<file path="src/rtl/markov_table_merge.sv">
// Merge engine for Markov chain tables: folds a stream of (key, count) entries
// into one table, summing counts of equal keys with saturation.
//
// state  | meaning
// IDLE   | after reset, waiting for start
// ACCEPT | ready for the next entry
// SEARCH | comparing the latched entry against one row per cycle
// DONE   | merge finished, table stable until the next start
module markov_table_merge #(
    parameter int SEQ_W = 24,
    parameter int CNT_W = 4,
    parameter int DEPTH = 16,
    parameter int AW    = $clog2(DEPTH),
    parameter int UW    = $clog2(DEPTH + 1)
) (
    input  logic             clk,
    input  logic             reset,
    input  logic             start,
    input  logic             in_valid,
    output logic             in_ready,
    input  logic [SEQ_W-1:0] in_key,
    input  logic [CNT_W-1:0] in_cnt,
    input  logic             in_last,
    output logic             done,
    output logic [UW-1:0]    used,
    output logic             overflow,
    output logic             saturated,
    input  logic [AW-1:0]    rd_addr,
    output logic [SEQ_W-1:0] rd_key,
    output logic [CNT_W-1:0] rd_cnt
);

    typedef enum logic [1:0] {IDLE, ACCEPT, SEARCH, DONE} state_t;

    state_t state, state_nxt;

    logic [SEQ_W-1:0] row_key [DEPTH];
    logic [CNT_W-1:0] row_cnt [DEPTH];

    logic [SEQ_W-1:0] lkey;
    logic [CNT_W-1:0] lcnt;
    logic             llast;
    logic [UW-1:0]    idx;

    logic [AW-1:0]    idx_a;
    logic [AW-1:0]    used_a;
    logic             in_range;
    logic             hit;
    logic             room;
    logic             accept_hs;
    logic             search_end;
    logic [CNT_W:0]   sum;

    assign idx_a      = idx[AW-1:0];
    assign used_a     = used[AW-1:0];
    assign in_range   = idx < used;
    assign hit        = in_range && (row_key[idx_a] == lkey);
    assign room       = used < UW'(DEPTH);
    assign sum        = {1'b0, row_cnt[idx_a]} + {1'b0, lcnt};
    assign accept_hs  = (state == ACCEPT) && in_valid;
    assign search_end = (state == SEARCH) && (hit || !in_range);

    assign in_ready = (state == ACCEPT);
    assign done     = (state == DONE);

    always_ff @(posedge clk or negedge reset) begin
        if (!reset) begin
            state <= IDLE;
        end else begin
            state <= state_nxt;
        end
    end

    always_comb begin
        state_nxt = state;
        if (start) begin
            state_nxt = ACCEPT;
        end else begin
            case (state)
                IDLE: state_nxt = IDLE;
                ACCEPT: begin
                    if (in_valid) begin
                        if (in_cnt == '0) begin
                            state_nxt = in_last ? DONE : ACCEPT;
                        end else begin
                            state_nxt = SEARCH;
                        end
                    end
                end
                SEARCH: begin
                    if (search_end) begin
                        state_nxt = llast ? DONE : ACCEPT;
                    end
                end
                DONE:    state_nxt = DONE;
                default: state_nxt = IDLE;
            endcase
        end
    end

    // Table rows beyond 'used' are stale after a start; they are never cleared.
    always_ff @(posedge clk or negedge reset) begin
        if (!reset) begin
            used      <= '0;
            overflow  <= 1'b0;
            saturated <= 1'b0;
            idx       <= '0;
            lkey      <= '0;
            lcnt      <= '0;
            llast     <= 1'b0;
            for (int i = 0; i < DEPTH; i++) begin
                row_key[i] <= '0;
                row_cnt[i] <= '0;
            end
        end else if (start) begin
            used      <= '0;
            overflow  <= 1'b0;
            saturated <= 1'b0;
            idx       <= '0;
        end else begin
            if (accept_hs) begin
                lkey  <= in_key;
                lcnt  <= in_cnt;
                llast <= in_last;
                idx   <= '0;
            end
            if (state == SEARCH) begin
                if (hit) begin
                    row_cnt[idx_a] <= sum[CNT_W] ? '1 : sum[CNT_W-1:0];
                    if (sum[CNT_W]) begin
                        saturated <= 1'b1;
                    end
                end else if (in_range) begin
                    idx <= idx + UW'(1);
                end else if (room) begin
                    row_key[used_a] <= lkey;
                    row_cnt[used_a] <= lcnt;
                    used            <= used + UW'(1);
                end else begin
                    overflow <= 1'b1;
                end
            end
        end
    end

    // Registered read port; rows at or beyond 'used' read as empty.
    always_ff @(posedge clk or negedge reset) begin
        if (!reset) begin
            rd_key <= '0;
            rd_cnt <= '0;
        end else if (UW'(rd_addr) < used) begin
            rd_key <= row_key[rd_addr];
            rd_cnt <= row_cnt[rd_addr];
        end else begin
            rd_key <= '0;
            rd_cnt <= '0;
        end
    end

endmodule

</file>
<file path="config.mk">
export PLATFORM = sky130hd
export DESIGN_NAME = markov_table_merge
export DESIGN_NICKNAME = d
export VERILOG_FILES = /design/src/rtl/markov_table_merge.sv
export SDC_FILE = /design/constraint.sdc
export NUM_CORES = 1
export LEC_CHECK = 0
export CAP_MARGIN = 20
export CORE_ASPECT_RATIO = 0.5
export CORE_UTILIZATION = 30
export CTS_BUF_LIST = sky130_fd_sc_hd__clkbuf_16
export DETAILED_ROUTE_END_ITERATION = 6
export SYNTH_ARGS = -nofsm -noshare
export SYNTH_HDL_FRONTEND = slang
export SYNTH_SLANG_ARGS = --single-unit
</file>
<file path="constraint.sdc">
create_clock -name clk -period 4.74 [get_ports clk]
set_clock_uncertainty 0.1 [all_clocks]
set_input_delay 0.711 -clock clk [delete_from_list [all_inputs] [get_ports clk]]
set_output_delay 0.711 -clock clk [all_outputs]
set_load 0.005 [all_outputs]
</file>
Word level (Yosys, flattened, before mapping). Index checks and enable logic that the tools add are counted.

$add $sub $neg: 3. Multiply operators: 0. Divide/modulo/power cells: 0. $lt $le $gt $ge: 8. Equality and inequality tests: 10. Shifts and indexed selects: 0. Mux-type cells: 53. Bitwise operators: 6. Reductions and logical operators: 21.

Operators by type and width (count): $bwmux W384 (1); $bmux W24 S4 (2); $mux W64 (3); $mux W24 (6); $bwmux W64 (2); $demux W24 S4 (1); $mux W5 (10); $bmux W4 S4 (2); $demux W4 S4 (2); $mux W4 (8); $eq A24 B24 Y1 (1); $ge A5 B5 Y1 const B (3); $not A4 Y5 (3); $mux W2 (6); $reduce_and A4 Y1 (3); $add A5 B1 Y5 const B (2); $lt A5 B1 Y1 const B (2); $reduce_bool A2 Y1 (5); $mux W1 (9); $pmux W2 S4 (1); $ne A2 B2 Y1 const B (3); $ne A3 B3 Y1 const B (2); $add A4 B4 Y5 (1); $logic_and A1 B1 Y1 (5); 14 further kinds (18).

Register bits: 519. Bits in latches: 0. Bits in writable memories: 0. Memory bits (read-only): 0. Input bits: 37. Output and inout port bits: 37. Word-level logic and storage cells: 143. Memories kept: 0.

Longest topological paths before layout.
Word-level depth: 11. Gate-level depth with buffers: 19. Gate-level depth less buffers: 12.

Worst setup path before layout. No wires, ideal clock.

Path type: reg-to-reg. Start: register idx[0]. End: register row_cnt[11] in the netlist's numbering. Setup time: 0.120 ns. Arrival time: 4.622 ns. Path slack: -0.102 ns. Cell stages (with the launch flop): 17. Path buffers: 4. Cells stage by stage: dfrtp_1 -> buf_2 -> buf_2 -> buf_1 -> clkbuf_1 -> mux4_2 -> mux4_2 -> ha_1 -> inv_1 -> fa_1 -> nor2b_1 -> o21ai_0 -> nand2b_1 -> nor2_1 -> clkinv_1 -> a32o_1 -> a31o_2.

Longest elaborated chain between the ends: 8. Elaborated cells between the ends (all ways): 22. Those cells by class: 1 x add/sub; 3 x order compare; 2 x eq/ne; 11 x mux; 1 x bitwise; 4 x reduce/logical.

RTL lines: start: declaration (RTL line 43) `logic [UW-1:0] idx;`; start signal: assignment (RTL line 134) `idx <= idx + UW'(1);`; $not A4 Y5 (RTL line 57, 59, 129); $bmux W4 S4 / $bmux W24 S4 (equally long branches) (RTL line 59, 57); $mux W4 (implied by the code) / $mux W24 (equally long branches) (2 in series) (RTL line 59, 57); $add A4 B4 Y5 / $eq A24 B24 Y1 (equally long branches) (RTL line 59, 57); $mux W4 / $logic_and A1 B1 Y1 (equally long branches) (RTL line 129, 57); $bwmux W64, or another cell as far along (RTL line 129) `row_cnt[idx_a] <= sum[CNT_W] ? '1 : sum[CNT_W-1:0];`; $mux W64 / $reduce_and A4 Y1 (equally long branches); end signal: indexed assignment (RTL line 129); end signal: indexed assignment (RTL line 137) `row_cnt[used_a] <= lcnt;`; end: declaration (RTL line 38) `logic [CNT_W-1:0] row_cnt [DEPTH];`.

Several ways; a longest one is shown, not always the timed one. The select of a mux whose other input is x is not followed. A chain may end at the register's enable or synchronous reset.

Worst setup path after layout.
Start: register idx[1]. End: register row_cnt[58] in the netlist's numbering.

Same word-level chain as after synthesis.

==> report_table.html <==
<table>
<tr><th>Metric</th><th>Value</th></tr>
<tr><th colspan="2">Synth</th></tr>
<tr><td>Number of distinct library cell variants in the gate-level netlist after synthesis</td><td>67</td></tr>
<tr><td>Synthesized net count</td><td>about 2300</td></tr>
<tr><td>Number of warnings printed during yosys synthesis</td><td>0</td></tr>
<tr><td>Post-Syn Instances</td><td>between 2000 and 2500</td></tr>
<tr><td>Number of synthesized flops with an enable pin</td><td>0</td></tr>
<tr><td>Post-Syn Area per Cell</td><td>around 12 um^2</td></tr>
<tr><td>Async set or reset register ratio after synthesis</td><td>100%</td></tr>
<tr><td>Synthesized area</td><td>roughly 28000 um^2</td></tr>
<tr><td>Primary flip-flop cell chosen by synthesis mapping</td><td>dfrtp_1</td></tr>
<tr><td>Seq/Total Area, Yosys</td><td>a little under half</td></tr>
<tr><td>Number of flip-flops and latches in the synthesized netlist</td><td>about 520</td></tr>
<tr><th colspan="2">Power and ir drop</th></tr>
<tr><td>Sequential power share</td><td>roughly 44%</td></tr>
<tr><td>Static leakage</td><td>~15 nW</td></tr>
<tr><td>Switching Power</td><td>around 3.5 mW</td></tr>
<tr><td>Sw Ratio</td><td>between 20% and 30%</td></tr>
<tr><td>Part of the total power dissipated in combinational logic</td><td>roughly 16%</td></tr>
<tr><td>Peak supply drop</td><td>0.269 mV</td></tr>
<tr><td>Clk network pwr share</td><td>39.8%</td></tr>
<tr><td>PwrDens</td><td>between 300 and 400 nW/um^2</td></tr>
<tr><td>Internal power component</td><td>around 8 mW</td></tr>
<tr><th colspan="2">Clock network</th></tr>
<tr><td>Number of buffers added by the clock tree synthesis step</td><td>54</td></tr>
<tr><td>CTS tree</td><td>done</td></tr>
<tr><td>Clock transition time at the flip-flop clock pins of the worst setup and hold paths</td><td>around 0.070 ns</td></tr>
<tr><td>H-tree depth reported by CTS</td><td>2</td></tr>
<tr><td>Maximum count of clock buffers along a single path</td><td>3</td></tr>
<tr><td>Buffer type at the clock tree root</td><td>clkbuf_16</td></tr>
<tr><td>Cts repair resizes</td><td>0</td></tr>
<tr><td>Number of clock sinks</td><td>519</td></tr>
<tr><td>Hold Buf Count CTS</td><td>0</td></tr>
<tr><td>Insertion delay to the later sink of the worst-skew pair</td><td>~0.63 ns</td></tr>
<tr><td>Postcts setup bufs</td><td>0</td></tr>
<tr><th colspan="2">Drt</th></tr>
<tr><td>Routed length per placed instance</td><td>25.1 um</td></tr>
<tr><td>Number of remaining DRC errors</td><td>4</td></tr>
<tr><td>Detailed Route Iter0 Violations</td><td>2196</td></tr>
<tr><td>First-pass iteration count of the detailed router</td><td>7</td></tr>
<tr><td>Final Routed Wirelength</td><td>89.7 mm</td></tr>
<tr><td>Post-detailed-route via-to-cell ratio</td><td>approximately 5.6</td></tr>
<tr><td>Number of nets still failing antenna checks after routing</td><td>0</td></tr>
<tr><td>Number of vias after detailed routing</td><td>about 20000</td></tr>
<tr><th colspan="2">Global routing</th></tr>
<tr><td>Global-route met1 utilization</td><td>roughly 25%</td></tr>
<tr><td>GRT Util Overall</td><td>18.6%</td></tr>
<tr><td>GR met2 Demand/Resource</td><td>30.1%</td></tr>
<tr><td>Routing usage on met3</td><td>roughly 3.8%</td></tr>
<tr><td>Global-route wire length before repair</td><td>between 100 and 150 mm</td></tr>
<tr><td>Global-route congestion overflow total</td><td>0</td></tr>
<tr><td>Number of global-route vias before repair</td><td>20400</td></tr>
<tr><td>Initial antenna violation count</td><td>3</td></tr>
<tr><td>Maximum number of pins on one net before global-route repair</td><td>roughly 100</td></tr>
<tr><td>Gr busiest metal</td><td>met2</td></tr>
<tr><th colspan="2">Timing</th></tr>
<tr><td>Count of final max-slew check failures</td><td>0</td></tr>
<tr><td>Total of endpoints with negative setup slack in the final report</td><td>0</td></tr>
<tr><td>Worst-margin pin slew</td><td>approximately 0.94 ns</td></tr>
<tr><td>Final cycle utilization of the critical path</td><td>~90%</td></tr>
<tr><td>Setup TNS</td><td>0 ns</td></tr>
<tr><td>Top achievable clock speed</td><td>between 0.2 and 0.25 GHz</td></tr>
<tr><td>Relative slew margins</td><td>37.4%</td></tr>
<tr><td>RSZ-0062 raised after global routing</td><td>false</td></tr>
<tr><td>Final critical path time including I/O delays and setup</td><td>4.19 ns</td></tr>
<tr><td>Count of final hold-check violations</td><td>0</td></tr>
<tr><td>Final critical-path setup slack</td><td>roughly 0.55 ns</td></tr>
<tr><th colspan="2">Critical path</th></tr>
<tr><td>Worst setup SP type</td><td>flop</td></tr>
<tr><td>Startpoint of the worst register-to-register path</td><td>idx[1]</td></tr>
<tr><td>Critical path start-end classification</td><td>flop to flop</td></tr>
<tr><td>Beginning of the critical path</td><td>idx[1]</td></tr>
<tr><td>Worst path most repeated cell</td><td>buf_12</td></tr>
<tr><td>Register-to-register setup slack</td><td>between 0.5 and 0.6 ns</td></tr>
<tr><td>Critical Path Max Stage Delay</td><td>~0.62 ns</td></tr>
<tr><td>Critical path arrival</td><td>4.59 ns</td></tr>
<tr><td>Critical Path, Cell by Cell</td><td>buf_12, buf_12, mux4_2, mux2i_1, xor2_1, o211ai_1, a22oi_1, nand3_1, nor3_4, buf_12, buf_4, o22ai_1, mux2_1</td></tr>
<tr><td>Critical path required time</td><td>5.14 ns</td></tr>
<tr><td>Kind of capture point of the worst setup path</td><td>flop</td></tr>
<tr><td>CP max FO</td><td>40</td></tr>
<tr><td>Worst-path cell with the longest stage delay</td><td>dfrtp_4</td></tr>
<tr><th colspan="2">Floorplan</th></tr>
<tr><td>Die Span X</td><td>437 um</td></tr>
<tr><td>FP Rows</td><td>79</td></tr>
<tr><td>Die extent in y</td><td>220 um</td></tr>
<tr><td>Die Footprint</td><td>just under 100000 um^2</td></tr>
<tr><td>Top-Level Pins</td><td>74</td></tr>
<tr><td>Starting utilization of the core area</td><td>between 30% and 40%</td></tr>
<tr><td>Total core area</td><td>93400 um^2</td></tr>
<tr><th colspan="2">Layout</th></tr>
<tr><td>Commonest non-fill, non-tap cell in the layout</td><td>dfrtp_1</td></tr>
<tr><td>Total Nets Final</td><td>about 2300</td></tr>
<tr><td>Post-Route Utilization</td><td>between 30% and 40%</td></tr>
<tr><td>Fraction of final layout cells sized beyond drive strength 1</td><td>31.5%</td></tr>
<tr><td>Highest-count cells in the layout ignoring fill and taps</td><td>dfrtp_1 (516), nand2_1 (409), mux2_2 (303)</td></tr>
<tr><td>Fill cells</td><td>~9000</td></tr>
<tr><td>Area added between synthesis and finish</td><td>15.1%</td></tr>
<tr><th colspan="2">Placement</th></tr>
<tr><td>HPWL after detailed placement</td><td>~55 mm</td></tr>
<tr><td>IO Port Bufs</td><td>73</td></tr>
<tr><td>Global placer's final weighted congestion</td><td>just under 0.9</td></tr>
<tr><td>Place WS</td><td>0.590 ns</td></tr>
<tr><th colspan="2">Hold path</th></tr>
<tr><td>Classification of the worst-slack hold path</td><td>input pin to asynchronous set/reset pin</td></tr>
<tr><th colspan="2">Run status</th></tr>
<tr><td>Violations in the final reports</td><td>DRC</td></tr>
<tr><td>Status</td><td>finished with violations</td></tr>
<tr><th colspan="2">Flow run</th></tr>
<tr><td>Maximum capacitance violations</td><td>0</td></tr>
</table>
## power by group through the flow
| stage | registers, mW | clock network (mW) | logic (mW) |
|---|---|---|---|
| after CTS | 5.13 | 4.70 | 1.88 |
| after floorplan | 4.83 | 0 | 1.40 |
| after global routing | 5.19 | 4.87 | 2.02 |
| after detailed placement | 5.20 | 0 | 1.88 |
| final | 5.14 | 4.64 | 1.90 |
| after global placement | 5.20 | 0 | 1.85 |
## final timing paths
| kind | cells past startpoint | endpoint |
|---|---|---|
| setup / recovery | 13 | row_cnt[58] |
| hold / removal | 1 | rd_key[20] |
| setup reg to reg | 13 | row_cnt[58] |
| hold reg to reg | 2 | row_key[62] |
| max in group asynchronous | 2 | row_key[268] |
| min in group clk | 2 | row_key[62] |
## cell usage after synthesis (21+ instances only)
library cell / count / area (um^2)
dfrtp_1: 519 / 13000
a22oi_1: 21 / 158
mux2_2: 303 / 3410
clkbuf_1: 133 / 499
nor2b_1: 38 / 238
mux2i_1: 117 / 1170
nand2_1: 409 / 1540
buf_1: 54 / 203
and3_1: 37 / 231
nor2_1: 25 / 93.8
a211o_1: 24 / 210
mux4_2: 216 / 4860
inv_1: 37 / 139
## registers in the layout (all words and copies together) (netlist names)
name / count
rd_key: 24
rd_cnt: 4
llast: 1
state: 2
lcnt: 4
idx: 5
used: 5
row_key: 384
saturated: 1
lkey: 24
row_cnt: 64
overflow: 1
## critical path, delay by kind of cell (launching register included)
kind | cells | cell delay [ns]
AOI/OAI and AO/OA | 3 | 0.57
muxes | 3 | 1.04
DFF | 1 | 0.62
xor gates and xnor gates | 1 | 0.17
and+or+nand+nor | 2 | 0.46
buffers and inverters | 4 | 1.03
## cells by family (layout without fill, tap and decap cells)
| logic type | count (synthesis) | in the layout | share of synthesized area (%) |
|---|---|---|---|
| muxes | 638 | 638 | 33.3 |
| and+or+nand+nor | 587 | 587 | 9.10 |
| DFF | 519 | 519 | 45.7 |
| buffers and inverters | 270 | 302 | 4.00 |
| AOI/OAI and AO/OA | 214 | 214 | 5.85 |
| xor gates and xnor gates | 37 | 37 | 1.14 |
| adders and majority gates | 20 | 20 | 0.907 |
| other | 0 | 1 | 0 |
## stage by stage
stage / hold slack, ns / area, um^2 / total power [mW] / cells
detailed placement: 0.385 / 30800 / 7.08 / 3472
global route: 0.108 / 32700 / 12.1 / 3572
CTS: 0.0698 / 32700 / 11.7 / 3572
global placement: 0.378 / 30800 / 7.05 / 3472
finish: 0.0565 / 32700 / 11.7 / 3573
floorplan: 0.315 / 28400 / 6.23 / 2285
## layer usage
layer  wire length, um  vias up
li1                  -     8341
met3              6940      193
met5                27        -
met2             42000      845
met4              3310        4
met1             37400    10600
## layout make-up
cell class	count	area, um^2	share of cell area (%)
Multi-Input combinational cell	1496	14400	43.9
Sequential cell	519	13000	39.7
Clock inverter	46	547	1.67
Tap cell	1255	1570	4.80
Inverter	41	154	0.470
Antenna cell	1	2.50	0.00765
Timing Repair Buffer	161	1730	5.27
Clock buffer	54	1350	4.13
No activity file was read; power rests on OpenSTA's default activity.
